## src/rtl/alu_seq_unit.sv

```systemverilog
// rtl/alu_seq_unit.sv - handshaked sequential ALU, iterative one-bit-per-cycle shifts
// Optional build macro: ALU_SAT_EN (ADD/SUB saturate instead of wrapping)
module alu_seq_unit #(
  parameter int WIDTH = 8
) (
  input  logic             clk,
  input  logic             rst,
  input  logic             req_valid,
  output logic             req_ready,
  input  logic [WIDTH-1:0] a,
  input  logic [WIDTH-1:0] b,
  input  logic [2:0]       opcode,
  output logic             rsp_valid,
  input  logic             rsp_ready,
  output logic [WIDTH-1:0] result,
  output logic             carry,
  output logic             zero,
  output logic             overflow
);

  localparam int CW  = $clog2(WIDTH + 1);
  localparam int MSB = WIDTH - 1;

  localparam logic [2:0] OP_AND = 3'b000;
  localparam logic [2:0] OP_OR  = 3'b001;
  localparam logic [2:0] OP_ADD = 3'b010;
  localparam logic [2:0] OP_SUB = 3'b011;
  localparam logic [2:0] OP_SHL = 3'b100;
  localparam logic [2:0] OP_SHR = 3'b101;
  localparam logic [2:0] OP_NOT = 3'b110;
  localparam logic [2:0] OP_XOR = 3'b111;

  typedef enum logic [1:0] {IDLE, EXEC, SHIFT, DONE} state_t;

  state_t           state;
  logic [WIDTH-1:0] a_q;       // operand A, doubles as the shift working value
  logic [WIDTH-1:0] b_q;
  logic [2:0]       op_q;
  logic [CW-1:0]    cnt;       // remaining shift steps
  logic             sh_carry;  // last bit shifted out so far

  logic [CW-1:0]    k;
  logic [WIDTH:0]   sum;
  logic [WIDTH:0]   diff;
  logic [WIDTH-1:0] ex_result;
  logic             ex_carry;
  logic             ex_overflow;

  // Effective shift count: shifting by WIDTH or more clears the value anyway
  always_comb begin
    k = '0;
    if (32'(b) >= WIDTH) k = CW'(WIDTH);
    else                 k = CW'(b);
  end

  // Single-cycle result and flags for every non-shift op
  always_comb begin
    sum         = {1'b0, a_q} + {1'b0, b_q};
    diff        = {1'b0, a_q} - {1'b0, b_q};
    ex_result   = '0;
    ex_carry    = 1'b0;
    ex_overflow = 1'b0;
    case (op_q)
      OP_AND: ex_result = a_q & b_q;
      OP_OR:  ex_result = a_q | b_q;
      OP_XOR: ex_result = a_q ^ b_q;
      OP_NOT: ex_result = ~a_q;
      OP_ADD: begin
        ex_carry    = sum[WIDTH];
        ex_overflow = (a_q[MSB] == b_q[MSB]) && (sum[MSB] != a_q[MSB]);
`ifdef ALU_SAT_EN
        ex_result   = sum[WIDTH] ? '1 : sum[WIDTH-1:0];
`else
        ex_result   = sum[WIDTH-1:0];
`endif
      end
      OP_SUB: begin
        ex_carry    = diff[WIDTH];
        ex_overflow = (a_q[MSB] != b_q[MSB]) && (diff[MSB] != a_q[MSB]);
`ifdef ALU_SAT_EN
        ex_result   = diff[WIDTH] ? '0 : diff[WIDTH-1:0];
`else
        ex_result   = diff[WIDTH-1:0];
`endif
      end
      default: ex_result = '0;
    endcase
  end

  // Control FSM with registered handshake outputs, result and flags
  always_ff @(posedge clk or posedge rst) begin
    if (rst) begin
      state     <= IDLE;
      req_ready <= 1'b1;
      rsp_valid <= 1'b0;
      result    <= '0;
      carry     <= 1'b0;
      zero      <= 1'b0;
      overflow  <= 1'b0;
      cnt       <= '0;
      a_q       <= '0;
      b_q       <= '0;
      op_q      <= '0;
      sh_carry  <= 1'b0;
    end else begin
      case (state)
        IDLE: begin
          if (req_valid && req_ready) begin
            a_q       <= a;
            b_q       <= b;
            op_q      <= opcode;
            sh_carry  <= 1'b0;
            req_ready <= 1'b0;
            if (opcode == OP_SHL || opcode == OP_SHR) begin
              cnt   <= k;
              state <= SHIFT;
            end else begin
              cnt   <= '0;
              state <= EXEC;
            end
          end
        end
        EXEC: begin
          result    <= ex_result;
          carry     <= ex_carry;
          overflow  <= ex_overflow;
          zero      <= (ex_result == '0);
          rsp_valid <= 1'b1;
          state     <= DONE;
        end
        SHIFT: begin
          if (cnt == '0) begin
            result    <= a_q;
            carry     <= sh_carry;
            overflow  <= 1'b0;
            zero      <= (a_q == '0);
            rsp_valid <= 1'b1;
            state     <= DONE;
          end else begin
            if (op_q == OP_SHL) begin
              a_q      <= {a_q[WIDTH-2:0], 1'b0};
              sh_carry <= a_q[MSB];
            end else begin
              a_q      <= {1'b0, a_q[WIDTH-1:1]};
              sh_carry <= a_q[0];
            end
            cnt <= cnt - CW'(1);
          end
        end
        DONE: begin
          if (rsp_ready) begin
            rsp_valid <= 1'b0;
            req_ready <= 1'b1;
            state     <= IDLE;
          end
        end
        default: state <= IDLE;
      endcase
    end
  end

endmodule
```

## config.mk

```make
export PLATFORM = sky130hd
export DESIGN_NAME = alu_seq_unit
export DESIGN_NICKNAME = d
export VERILOG_FILES = /design/src/rtl/alu_seq_unit.sv
export SDC_FILE = /design/constraint.sdc
export NUM_CORES = 1
export LEC_CHECK = 0
export BUFFER_PORTS_ARGS = -buffer_cell sky130_fd_sc_hd__buf_4
export CORE_MARGIN = 2
export CORE_UTILIZATION = 43
export DETAILED_ROUTE_END_ITERATION = 7
export PLACE_DENSITY = 0.66
export SLEW_MARGIN = 10
export SYNTH_ARGS = -nofsm -noshare
export SYNTH_HDL_FRONTEND = slang
export SYNTH_SLANG_ARGS = --single-unit
```

## constraint.sdc

```tcl
create_clock -name clk -period 3.32 [get_ports clk]
set_clock_uncertainty 0.05 [all_clocks]
set_input_delay 0.664 -clock clk [delete_from_list [all_inputs] [get_ports clk]]
set_output_delay 0.664 -clock clk [all_outputs]
set_load 0.03 [all_outputs]
```

After elaboration in Yosys (flattened, before gate mapping)
Index checks and enable logic that the tools add are counted.

Bits in registers: 39. Logic and storage cells: 92. Input port bits: 23.

Mux-type cells: 34. Add/subtract/negate cells: 3. Equality and inequality tests: 19. Magnitude comparators: 1. Bitwise gates (word level): 4. Reduce and logical (&&, ||, !) cells: 19.

Operators by type and width (count): $pmux 8 s6 (1); $mux 8 (4); $pmux 8 s2 (2); $logic_not 8->1 (2); $mux 4 (4); $eq 3x3->1 const B (5); $pmux 1 s2 (7); $reduce_and 3->1 (4); $add 8x8->9 (1); $mux 1 (9); $sub 8x8->9 (1); $and 8x8->8 (1); $ge 8x4->1 const B (1); $mux 2 (4); $ne 2x2->1 const B (4); $not 8->8 (1); $or 8x8->8 (1); $pmux 2 s4 (1); $pmux 4 s2 (1); $xor 8x8->8 (1); $eq 3x2->1 const B (2); $reduce_bool 2->1 (3); $eq 2x2->1 const B (2); $logic_not 4->1 (1); 12 further kinds (17).

Longest topological paths before layout
Depth in word-level cells: 5. Gate-level depth with buffers: 9. Gate-level depth less buffers: 9.

Least setup slack after synthesis
OpenSTA, ideal clock, no wires.

Path type: register to register. From: register a_q[0]. To: register zero. Arrival: 2.497 ns. Library setup time: 0.092 ns. Period minus slack after synthesis: 2.639 ns. Cell stages (with the launch flop): 10. Setup slack: 0.681 ns. Data required time: 3.178 ns. Cell sequence: dfrtp_1 -> inv_1 -> ha_1 -> fa_1 -> inv_1 -> mux4_2 -> a22oi_1 -> nand4b_1 -> or3_1 -> o31ai_2.

Cells in the longest elaborated chain, start to end: 4. Elaborated cells between the ends (all ways): 11.

RTL lines: from (decl) (RTL line 36) `logic [WIDTH-1:0] a_q;`; from (signal assigned) (RTL line 141) `a_q <= {a_q[WIDTH-2:0], 1'b0};`; from (signal assigned) (RTL line 144) `a_q <= {1'b0, a_q[WIDTH-1:1]};`; $sub 8x8->9, or another cell as far along (RTL line 59) `diff = {1'b0, a_q} - {1'b0, b_q};`; $pmux 8 s6 (RTL line 63) `case (op_q)`; $logic_not 8->1 (RTL line 127) `zero <= (ex_result == '0);`; $pmux 1 s2 (*) (RTL line 106) `case (state)`; to (signal assigned) (RTL line 127); to (signal assigned) (RTL line 136) `zero <= (a_q == '0);`; to (decl) (RTL line 17) `output logic zero,`.

Every way passes the cells marked *; elsewhere a longest branch is shown, timed or not. The select of a mux whose other input is x is not followed. A chain may end at the register's enable or synchronous reset.

Worst setup path in the final report
Same ends and word-level chain as after synthesis.

==> metrics <==
outcome=finished clean; residual overflow from global routing=0; number of port buffers=35; hold bufs inserted after CTS=0; kind of end point of the critical path=register; cell type of the slowest stage on the worst timing path=sky130_fd_sc_hd__a2111oi_0; detailed-route vias per instance=5.97; drt pass-1 iters=5; Buffers & Inverters on Critical Path=1; initial antenna violation count=0; clock period minus worst slack=around 3.0 ns; top cell type's share of synthesized area=between 20% and 30%; Crit Path Max Fanout=6; post-detail-place hpwl=6800 µm; share of cells above drive strength 1=18.5%; final number of hold-violating endpoints=0; drt first-iter violations=301; top-level port count=36; number of nets with antenna violations after detailed routing=0; setup repair after global routing missed its margin=false; Fin Setup TNS=0 ns; Async SR Flop Fraction=100%; Unique masters post-synth=60; most used cells in the layout excluding fill and tap cells=sky130_fd_sc_hd__buf_4, sky130_fd_sc_hd__dfrtp_1, sky130_fd_sc_hd__nand2_1; Worst Hold Slack=0.433 ns; Final Instance Count excl. Fillers=520; Largest delay share family, worst path=compound AO/OA/AOI/OAI gates; leak pwr=0.00169 µW; largest net degree at the start of global routing=25; Num CTS Buffers=5; Tightest Hold Check Type=reg -> reg; global-route wire length before repair=14500 µm; root cell of the clock tree=sky130_fd_sc_hd__clkbuf_8; core box area=7290 µm²; count of maximum capacitance violations=0; slowest stage delay, CP=0.62 ns; part of the cycle the worst path needs=89.6%; sum of routed wire length over all layers=between 8000 and 9000 µm; Yosys warnings=0; critical setup path kind=reg -> reg; Max Clock Freq=about 0.34 GHz; area added between synthesis and finish=14.3%; Die Y=91.0 µm; Net Count, Synth=441; maximum vdd ir drop=0.519 mV; Mapped Cells=387; CTS tree=yes; starting density of the core=44.7%; kind of start point of the critical path=register; average wire per standard cell=16.9 µm; most frequently used flop master after synthesis=sky130_fd_sc_hd__dfrtp_1; number of sinks driven by the clock tree=39; Final Wtd Congestion=0.895; Global Route Usage Sum=21.6%; Bufs on Longest Clock Path=2; die extent in x=91.0 µm; cell-by-cell listing of the critical path=inv_1, ha_1, fa_1, o21ba_2, nor4_1, nor3_1, a2111oi_0, o211ai_1, o31ai_2; setup fix buffers added after clock tree synthesis=0; end-of-flow core utilization=slightly above 50%; number of diodes=0; number of vias after detailed routing=a little over 3k; total power density per cell area=~1200 nW/µm²; Yosys top cell by area=sky130_fd_sc_hd__dfrtp_1; Die Outline Area=8290 µm²; vias in the first global route=2965; ranking of synthesized cells by area=sky130_fd_sc_hd__dfrtp_1, sky130_fd_sc_hd__ha_1, sky130_fd_sc_hd__o21ai_0; Worst Max-Slew Pin Slew=0.932 ns; part of the Yosys area used for sequential elements=30.0%; later-pin clock latency in the skew report=around 0.3 ns; post-route DRC violation count=0; worst slew margin relative to its limit=a little under two fifths; post-route setup slack=0.347 ns; cell count after placement=around 510; number of H-tree levels=2; number of gates resized after cts=0; area of the mapped netlist=3260 µm²; clock transition time at the flip-flop clock pins of the worst setup and hold paths=0.08 ns; post-synthesis area per instance=8.42 µm²; post-layout net count=roughly 470; data required time at the worst endpoint=3.49 ns; number of flops mapped to enable cells by yosys=0; post-placement setup slack=0.376 ns; final-report max-slew violation count=0; number of register bits inferred by synthesis=39; commonest non-fill, non-tap cell in the layout=sky130_fd_sc_hd__buf_4; data arrival time at the worst-slack endpoint=3.14 ns; row count=31; setup violators final=0
[report_power, final]
group | switching, µW | internal (µW)
Combinational | 1840 | 1250
Clock | 177 | 144
Sequential | 274 | 709
[worst reg2reg max path, stage by stage, from the launching register on]
cell	delay (ns)
sky130_fd_sc_hd__dfrtp_1	0.44
sky130_fd_sc_hd__inv_1	0.11
sky130_fd_sc_hd__ha_1	0.26
sky130_fd_sc_hd__fa_1	0.41
sky130_fd_sc_hd__o21ba_2	0.25
sky130_fd_sc_hd__nor4_1	0.28
sky130_fd_sc_hd__nor3_1	0.07
sky130_fd_sc_hd__a2111oi_0	0.62
sky130_fd_sc_hd__o211ai_1	0.20
sky130_fd_sc_hd__o31ai_2	0.19
[path summary, 6_finish.rpt]
kind	endpoint	cells past startpoint	start	slack (ns)
max	zero$_DFFE_PP0P_	9	a_q[0]$_DFFE_PP0P_	0.35
min	carry$_DFFE_PP0P_	2	carry$_DFFE_PP0P_	0.43
max reg2reg	zero$_DFFE_PP0P_	9	a_q[0]$_DFFE_PP0P_	0.35
min reg2reg	carry$_DFFE_PP0P_	2	carry$_DFFE_PP0P_	0.43
max in group asynchronous	b_q[2]$_DFFE_PP0P_	3	rst	2.02
min in group asynchronous	a_q[0]$_DFFE_PP0P_	2	rst	0.52
[logic make-up after synthesis]
kind of cell,synth area share (%)
AND/OR/NAND/NOR,15.8
buffers and inverters,7.26
flip-flops,30.0
multiplexers,6.45
XOR/XNOR,0.538
adder cells (fa/ha/maj),12.4
AO/OA/AOI/OAI,27.6
[through the flow]
stage                     area, µm²  total power [µW]
after floorplan                3260              3210
after global placement         3640              4000
after detailed placement       3640              4030
after CTS                      3720              4370
after global routing           3720              4780
final                          3720              4400
[registers in the layout, indices dropped and copies added, names as in the netlist]
| register | cells |
|---|---|
| state | 2 |
| b_q | 8 |
| overflow | 1 |
| carry | 1 |
| req_ready | 1 |
| op_q | 3 |
| a_q | 8 |
| rsp_valid | 1 |
| sh_carry | 1 |
| zero | 1 |
| result | 8 |
| cnt | 4 |
[cell usage after synthesis, types with 2 or more instances]
cell type,count
sky130_fd_sc_hd__nand2b_1,8
sky130_fd_sc_hd__xnor2_1,2
sky130_fd_sc_hd__o21bai_1,2
sky130_fd_sc_hd__o2bb2ai_1,2
sky130_fd_sc_hd__a2111oi_0,4
sky130_fd_sc_hd__a21o_1,3
sky130_fd_sc_hd__a221oi_1,7
sky130_fd_sc_hd__nor4_1,3
sky130_fd_sc_hd__fa_1,2
sky130_fd_sc_hd__nor2_1,24
sky130_fd_sc_hd__mux2i_1,3
sky130_fd_sc_hd__ha_1,29
sky130_fd_sc_hd__a31oi_1,6
sky130_fd_sc_hd__o21a_1,2
sky130_fd_sc_hd__o21ai_0,34
sky130_fd_sc_hd__o22ai_1,4
sky130_fd_sc_hd__or3_1,3
sky130_fd_sc_hd__nor2b_1,5
sky130_fd_sc_hd__nand3_1,6
sky130_fd_sc_hd__o21ba_2,2
sky130_fd_sc_hd__a221o_1,3
sky130_fd_sc_hd__a211oi_1,8
sky130_fd_sc_hd__nor3_1,12
sky130_fd_sc_hd__o211ai_1,11
sky130_fd_sc_hd__o31ai_1,7
sky130_fd_sc_hd__dfrtp_1,38
sky130_fd_sc_hd__buf_2,6
sky130_fd_sc_hd__nor4b_1,2
sky130_fd_sc_hd__nand3b_1,2
sky130_fd_sc_hd__a21oi_1,18
sky130_fd_sc_hd__a211o_1,4
sky130_fd_sc_hd__mux2_2,14
sky130_fd_sc_hd__nand2_1,37
sky130_fd_sc_hd__inv_1,36
sky130_fd_sc_hd__clkbuf_1,13
[area by class of cell]
| type | count | area, µm² |
|---|---|---|
| fill | 728 | 3570 |
| clock buffer | 5 | 68.8 |
| inverter | 36 | 135 |
| clock inverter | 3 | 15.0 |
| timing repair buffer | 48 | 360 |
| sequential | 39 | 977 |
| tap | 99 | 124 |
| multi-input combinational | 290 | 2040 |
[layer usage]
metal  track usage, %  vias up  wire length, µm  share of wire [%]
li1                 -     1473                -                  -
met1             29.2     1450             3790                 43
met2             33.3      148             3940                 45
met3             4.81       31              723                8.2
met4             9.22        0              333                3.8
met5                0        -                0                  0
No activity file was read; power rests on OpenSTA's default activity.
